`src/rtl/mem_arbiter_pkg.sv`:
```
`default_nettype none
// ============================================================================
// Module  : mem_arbiter_pkg
// Brief   : Shared state encodings and defaults for the unified-memory arbiter.
// Revision: 1.0
// ============================================================================
package mem_arbiter_pkg;

    localparam logic [1:0] c_ST_IDLE   = 2'b00;
    localparam logic [1:0] c_ST_BUSY_I = 2'b01;
    localparam logic [1:0] c_ST_BUSY_D = 2'b10;

    localparam int c_STARVE_LIMIT_DEFAULT = 4;

endpackage
`default_nettype wire

```
`src/rtl/mem_arbiter_flopenr.sv`:
```
`default_nettype none
// ============================================================================
// Module  : mem_arbiter_flopenr
// Brief   : Enabled register with asynchronous active-high clear.
// Revision: 1.0
// ============================================================================
module mem_arbiter_flopenr #(
    parameter int WIDTH = 16
) (
    input  logic             clk,
    input  logic             rst,
    input  logic             i_en,
    input  logic [WIDTH-1:0] i_d,
    output logic [WIDTH-1:0] o_q
);

    always_ff @(posedge clk or posedge rst) begin
        if (rst) begin
            o_q <= '0;
        end else if (i_en) begin
            o_q <= i_d;
        end
    end

endmodule
`default_nettype wire

```
`src/rtl/mem_arbiter.sv`:
```
`default_nettype none
// ============================================================================
// Module  : mem_arbiter
// Brief   : Fetch/data arbiter for a single-port memory, data-priority with
//           a starvation counter guaranteeing fetch progress.
// Revision: 1.0
// ============================================================================
module mem_arbiter
    import mem_arbiter_pkg::*;
#(
    parameter int AW           = 16,
    parameter int DW           = 16,
    parameter int STARVE_LIMIT = c_STARVE_LIMIT_DEFAULT
) (
    input  logic          clk,
    input  logic          reset,
    input  logic          if_req,
    input  logic [AW-1:0] if_addr,
    input  logic          kill_f,
    output logic [DW-1:0] if_rdata,
    output logic          if_ack,
    input  logic          d_req,
    input  logic          d_we,
    input  logic [AW-1:0] d_addr,
    input  logic [DW-1:0] d_wdata,
    output logic [DW-1:0] d_rdata,
    output logic          d_ack,
    output logic          mem_req,
    output logic          mem_we,
    output logic [AW-1:0] mem_addr,
    output logic [DW-1:0] mem_wdata,
    input  logic [DW-1:0] mem_rdata,
    input  logic          mem_ready,
    output logic          stall_f,
    output logic          stall_m
);

    localparam int              c_CW    = $clog2(STARVE_LIMIT + 1);
    localparam logic [c_CW-1:0] c_LIMIT = c_CW'(STARVE_LIMIT);

    logic [1:0]      r_state;
    logic [c_CW-1:0] r_starve_cnt;
    logic            r_squash;
    logic            r_mem_req;
    logic            r_if_ack;
    logic            r_d_ack;

    logic            w_d_elig;
    logic            w_f_elig;
    logic            w_in_idle;
    logic            w_grant_f;
    logic            w_grant_d;
    logic            w_grant;
    logic            w_done_i;
    logic            w_done_d;
    logic            w_f_commit;
    logic            w_d_load;
    logic [AW-1:0]   w_nxt_addr;
    logic            w_nxt_we;
    logic [DW-1:0]   w_nxt_wdata;

    // The ack term keeps a just-served port from being re-granted in its ack cycle.
    assign w_d_elig  = d_req & ~r_d_ack;
    assign w_f_elig  = if_req & ~r_if_ack & ~kill_f;
    assign w_in_idle = (r_state == c_ST_IDLE);
    assign w_grant_f = w_in_idle & w_f_elig & (~w_d_elig | (r_starve_cnt == c_LIMIT));
    assign w_grant_d = w_in_idle & w_d_elig & ~w_grant_f;
    assign w_grant   = w_grant_f | w_grant_d;

    assign w_done_i   = (r_state == c_ST_BUSY_I) & mem_ready;
    assign w_done_d   = (r_state == c_ST_BUSY_D) & mem_ready;
    // A kill arriving together with mem_ready squashes the fetch as well.
    assign w_f_commit = w_done_i & ~r_squash & ~kill_f;
    assign w_d_load   = w_done_d & ~mem_we;

    assign w_nxt_addr  = w_grant_f ? if_addr : d_addr;
    assign w_nxt_we    = w_grant_d & d_we;
    assign w_nxt_wdata = w_grant_d ? d_wdata : '0;

    mem_arbiter_flopenr #(.WIDTH(AW)) u_mem_addr (
        .clk(clk), .rst(reset), .i_en(w_grant), .i_d(w_nxt_addr), .o_q(mem_addr)
    );
    mem_arbiter_flopenr #(.WIDTH(1)) u_mem_we (
        .clk(clk), .rst(reset), .i_en(w_grant), .i_d(w_nxt_we), .o_q(mem_we)
    );
    mem_arbiter_flopenr #(.WIDTH(DW)) u_mem_wdata (
        .clk(clk), .rst(reset), .i_en(w_grant), .i_d(w_nxt_wdata), .o_q(mem_wdata)
    );
    mem_arbiter_flopenr #(.WIDTH(DW)) u_if_rdata (
        .clk(clk), .rst(reset), .i_en(w_f_commit), .i_d(mem_rdata), .o_q(if_rdata)
    );
    mem_arbiter_flopenr #(.WIDTH(DW)) u_d_rdata (
        .clk(clk), .rst(reset), .i_en(w_d_load), .i_d(mem_rdata), .o_q(d_rdata)
    );

    always_ff @(posedge clk or posedge reset) begin
        if (reset) begin
            r_state      <= c_ST_IDLE;
            r_starve_cnt <= '0;
            r_squash     <= 1'b0;
            r_mem_req    <= 1'b0;
            r_if_ack     <= 1'b0;
            r_d_ack      <= 1'b0;
        end else begin
            r_if_ack <= w_f_commit;
            r_d_ack  <= w_done_d;
            case (r_state)
                c_ST_IDLE: begin
                    if (w_grant_f) begin
                        r_state      <= c_ST_BUSY_I;
                        r_mem_req    <= 1'b1;
                        r_starve_cnt <= '0;
                    end else if (w_grant_d) begin
                        r_state   <= c_ST_BUSY_D;
                        r_mem_req <= 1'b1;
                        if (!w_f_elig) begin
                            r_starve_cnt <= '0;
                        end else if (r_starve_cnt != c_LIMIT) begin
                            r_starve_cnt <= r_starve_cnt + c_CW'(1);
                        end
                    end
                end
                c_ST_BUSY_I: begin
                    if (mem_ready) begin
                        r_state   <= c_ST_IDLE;
                        r_mem_req <= 1'b0;
                        r_squash  <= 1'b0;
                    end else if (kill_f) begin
                        r_squash <= 1'b1;
                    end
                end
                c_ST_BUSY_D: begin
                    if (mem_ready) begin
                        r_state   <= c_ST_IDLE;
                        r_mem_req <= 1'b0;
                    end
                end
                default: begin
                    r_state   <= c_ST_IDLE;
                    r_mem_req <= 1'b0;
                    r_squash  <= 1'b0;
                end
            endcase
        end
    end

    assign mem_req = r_mem_req;
    assign if_ack  = r_if_ack;
    assign d_ack   = r_d_ack;
    assign stall_f = if_req & ~r_if_ack & ~kill_f;
    assign stall_m = d_req & ~r_d_ack;

endmodule
`default_nettype wire

```
`config.mk`:
```
export PLATFORM = sky130hd
export DESIGN_NAME = mem_arbiter
export DESIGN_NICKNAME = d
export VERILOG_FILES = /design/src/rtl/mem_arbiter_pkg.sv /design/src/rtl/mem_arbiter_flopenr.sv /design/src/rtl/mem_arbiter.sv
export SDC_FILE = /design/constraint.sdc
export NUM_CORES = 1
export LEC_CHECK = 0
export CORE_AREA = 2 2 121 64
export CTS_BUF_LIST = sky130_fd_sc_hd__clkbuf_16
export CTS_CLUSTER_DIAMETER = 200
export CTS_CLUSTER_SIZE = 40
export DETAILED_ROUTE_END_ITERATION = 12
export DIE_AREA = 0 0 123 66
export PLACE_DENSITY_LB_ADDON = 0.25
export SETUP_SLACK_MARGIN = 0.05
export SLEW_MARGIN = 20
export SYNTH_ARGS = -nofsm -noshare
export SYNTH_HDL_FRONTEND = slang
export SYNTH_SLANG_ARGS = --single-unit
```
`constraint.sdc`:
```
create_clock -name clk -period 4.4 [get_ports clk]
set_clock_uncertainty 0.15 [all_clocks]
set_input_delay 0.88 -clock clk [delete_from_list [all_inputs] [get_ports clk]]
set_output_delay 0.88 -clock clk [all_outputs]
set_load 0.05 [all_outputs]
```
==> results.md <==
* Average wire per standard cell at 15.6 um
* FF-to-FF path depth at 5
* Post-Place Cells at 457
* PortBufs at 140
* Core ar. at 7100 um2
* Gp weighted congestion at 0.782
* Layout cells sized above 1 at 0.160
* Postcts setup bufs at 0
* Crit Reg-Reg Endpoint: u_d_rdata.o_q[4]
* Pwr dens at between 800 and 900 nW/um2
* Crit path capture type: output pin
* Crit path DAT at 2.50 ns
* Normalized max-slew margin at 0.402
* F_max at between 0.2 and 0.3 GHz
* Die extent in x at about 120 um
* Worst EP required at 3.37 ns
* DR vias at 2272
* Vias in the first global route at 2379
* Critical path class: in -> out
* Total GRT Usage at 0.193
* Worst-path clk slew at 0.05 ns
* Die Area at 8120 um2
* Detailed Route WL at 7380 um
* Setup TNS Final at 0 ns
* Most used flip-flop cell after synthesis: dfrtp_1
* Initial antenna violation count at 0
* Number of nets produced by synthesis at 307
* Mapped cell area at around 3100 um2
* Critical Path Source Type: input pin
* Yosys Warn Count at 0
* # DRC at 0
* CTS buffer count at 9
* Root Buffer: clkbuf_16
* Distinct cells, synth at 33
* Die H at between 60 and 70 um
* Hold Worst Slack at 0.328 ns
* Drt pass-1 iters at 5
* Average size of a mapped cell at 13.4 um2
* Maximum vdd drop at 0.468 mV
* Hpwl dp at 5360 um
* Final period utilization at 0.802
* Final hold vios at 0
* Worst hold path type: reg -> reg
* Max cap viols at 0
* Later-pin clock latency in the skew report at 0.33 ns
* Status: finished clean
* Power Total at ~4.2 mW
* Hold EP: u_mem_addr.o_q[11]
* Hold_sp: u_mem_addr.o_q[11]
* Hold-fix buffers, CTS at 0
* Reg2reg start: r_state[0]
* Number of synthesized flops with an enable pin at 0
* Post-synth ARST share at 1.00
* CP max FO at 6
* Iter 0 DRT Violations at 91
* Static Leak at 2.18 nW
* # setup viols final at 0
* CTS tree: built
* RSZ-0062 raised after global routing: no
* # resized after CTS at 0
* CTS Sinks at between 70 and 80
* FF-to-FF setup slack at ~2.3 ns
* Gr ovfl total at 0
* Worst Max-Slew Pin Slew at 0.896 ns
* Antenna diode count at 0
* DRT antenna net count at 0
* I/O pin cnt at 141
* Via/cell ratio at 4.81
* Pins over their slew limit at 0
* WHS Path Cells at 2
* Minimum clock period at 3.53 ns
* CTS H-Tree Depth at 3
* Pin count of the biggest net entering global routing at 75
* Post-Syn Instances at 231
* Core Util, Final at 0.681
* First-pass GRT wire length at 11700 um
* Cell Rows at 22
* P&R area growth vs syn at 56.4%
* Worst-case clock buffer depth at 2
* Post-synthesis register bit count at 74
* Starting Density at 0.436
* Finished Layout Cells at between 400 and 500
* Register area share after synthesis at 0.598
* Nets at around 450
-- cell families after synthesis --
group,Yosys count,synth area share
compound gates,49,0.111
fa+ha+maj,5,0.0202
buf+inv,24,0.0518
flops,74,0.598
mux,48,0.168
simple gates,31,0.0505
-- report_power, final --
part,internal [mW],total (mW),switching [mW]
Combinational,0.814,2.28,1.46
Clock,0.489,0.749,0.260
Sequential,0.987,1.15,0.166
-- worst max-delay path: stages --
cell,delay [ns]
clkdlybuf4s50_1,0.47
nor2_2,0.14
nand2_2,0.10
inv_6,0.11
clkdlybuf4s50_1,0.80
-- worst max path at each step --
stage | startpoint | end | slack (ns) | cells after the start
finish | kill_f | stall_f | 0.87 | 5
global route | kill_f | stall_f | 0.81 | 5
CTS | kill_f | stall_f | 0.86 | 5
detailed placement | kill_f | stall_f | 0.86 | 5
global placement | kill_f | stall_f | 0.89 | 5
floorplan | reset | d_ack | 1.49 | 1
-- layout make-up --
cell class,count,area (um2)
Clock buffer,9,225
Tap cell,96,120
Timing Repair Buffer,143,1420
Sequential cell,74,1850
Fill cell,530,2260
Inverter,11,46.3
Clock inverter,6,82.6
Multi-Input combinational cell,133,1090
-- placed cells by master, fill, tap and decap left out, types with 3 or more instances in the layout --
cell type / n
a21oi_1: 5
a22o_1: 17
buf_4: 3
clkbuf_16: 9
clkdlybuf4s50_1: 140
clkinv_2: 3
dfrtp_1: 74
ha_1: 5
inv_1: 9
mux2_2: 32
mux2i_1: 16
nand2_1: 20
o21ai_0: 10
o21ai_1: 9
-- sequential cells by signal, indices dropped and copies added, names as in the netlist --
signal / cells
d_ack: 1
if_ack: 1
mem_req: 1
r_squash: 1
r_starve_cnt: 3
r_state: 2
u_d_rdata.o_q: 16
u_if_rdata.o_q: 16
u_mem_addr.o_q: 16
u_mem_wdata.o_q: 16
u_mem_we.o_q: 1
-- metrics by stage --
| step | cell area (um2) | worst slack [ns] |
|---|---|---|
| final | 4840 | 0.871 |
| after CTS | 4840 | 0.857 |
| after global placement | 4530 | 0.895 |
| after floorplan | 3090 | 1.49 |
| after global routing | 4840 | 0.807 |
| after detailed placement | 4530 | 0.858 |
-- per-layer routing --
metal	GRT usage	wire [um]
met5	0	0
met4	0.0682	86
met3	0.0578	501
met2	0.294	3300
met1	0.262	3490
-- Yosys cell counts, types with 2 or more instances --
library cell	instances	area [um2]
ha_1	5	62.6
o21ai_1	9	45.0
dfrtp_1	74	1850
buf_2	5	25.0
a22o_1	17	149
nand2_1	20	75.1
mux2_2	32	360
mux2i_1	16	160
inv_1	10	37.5
o22ai_1	2	12.5
o21ai_0	10	50.1
nand2b_1	2	12.5
a21oi_1	5	25.0
buf_6	5	56.3
Power figures use the tool's default switching activity.
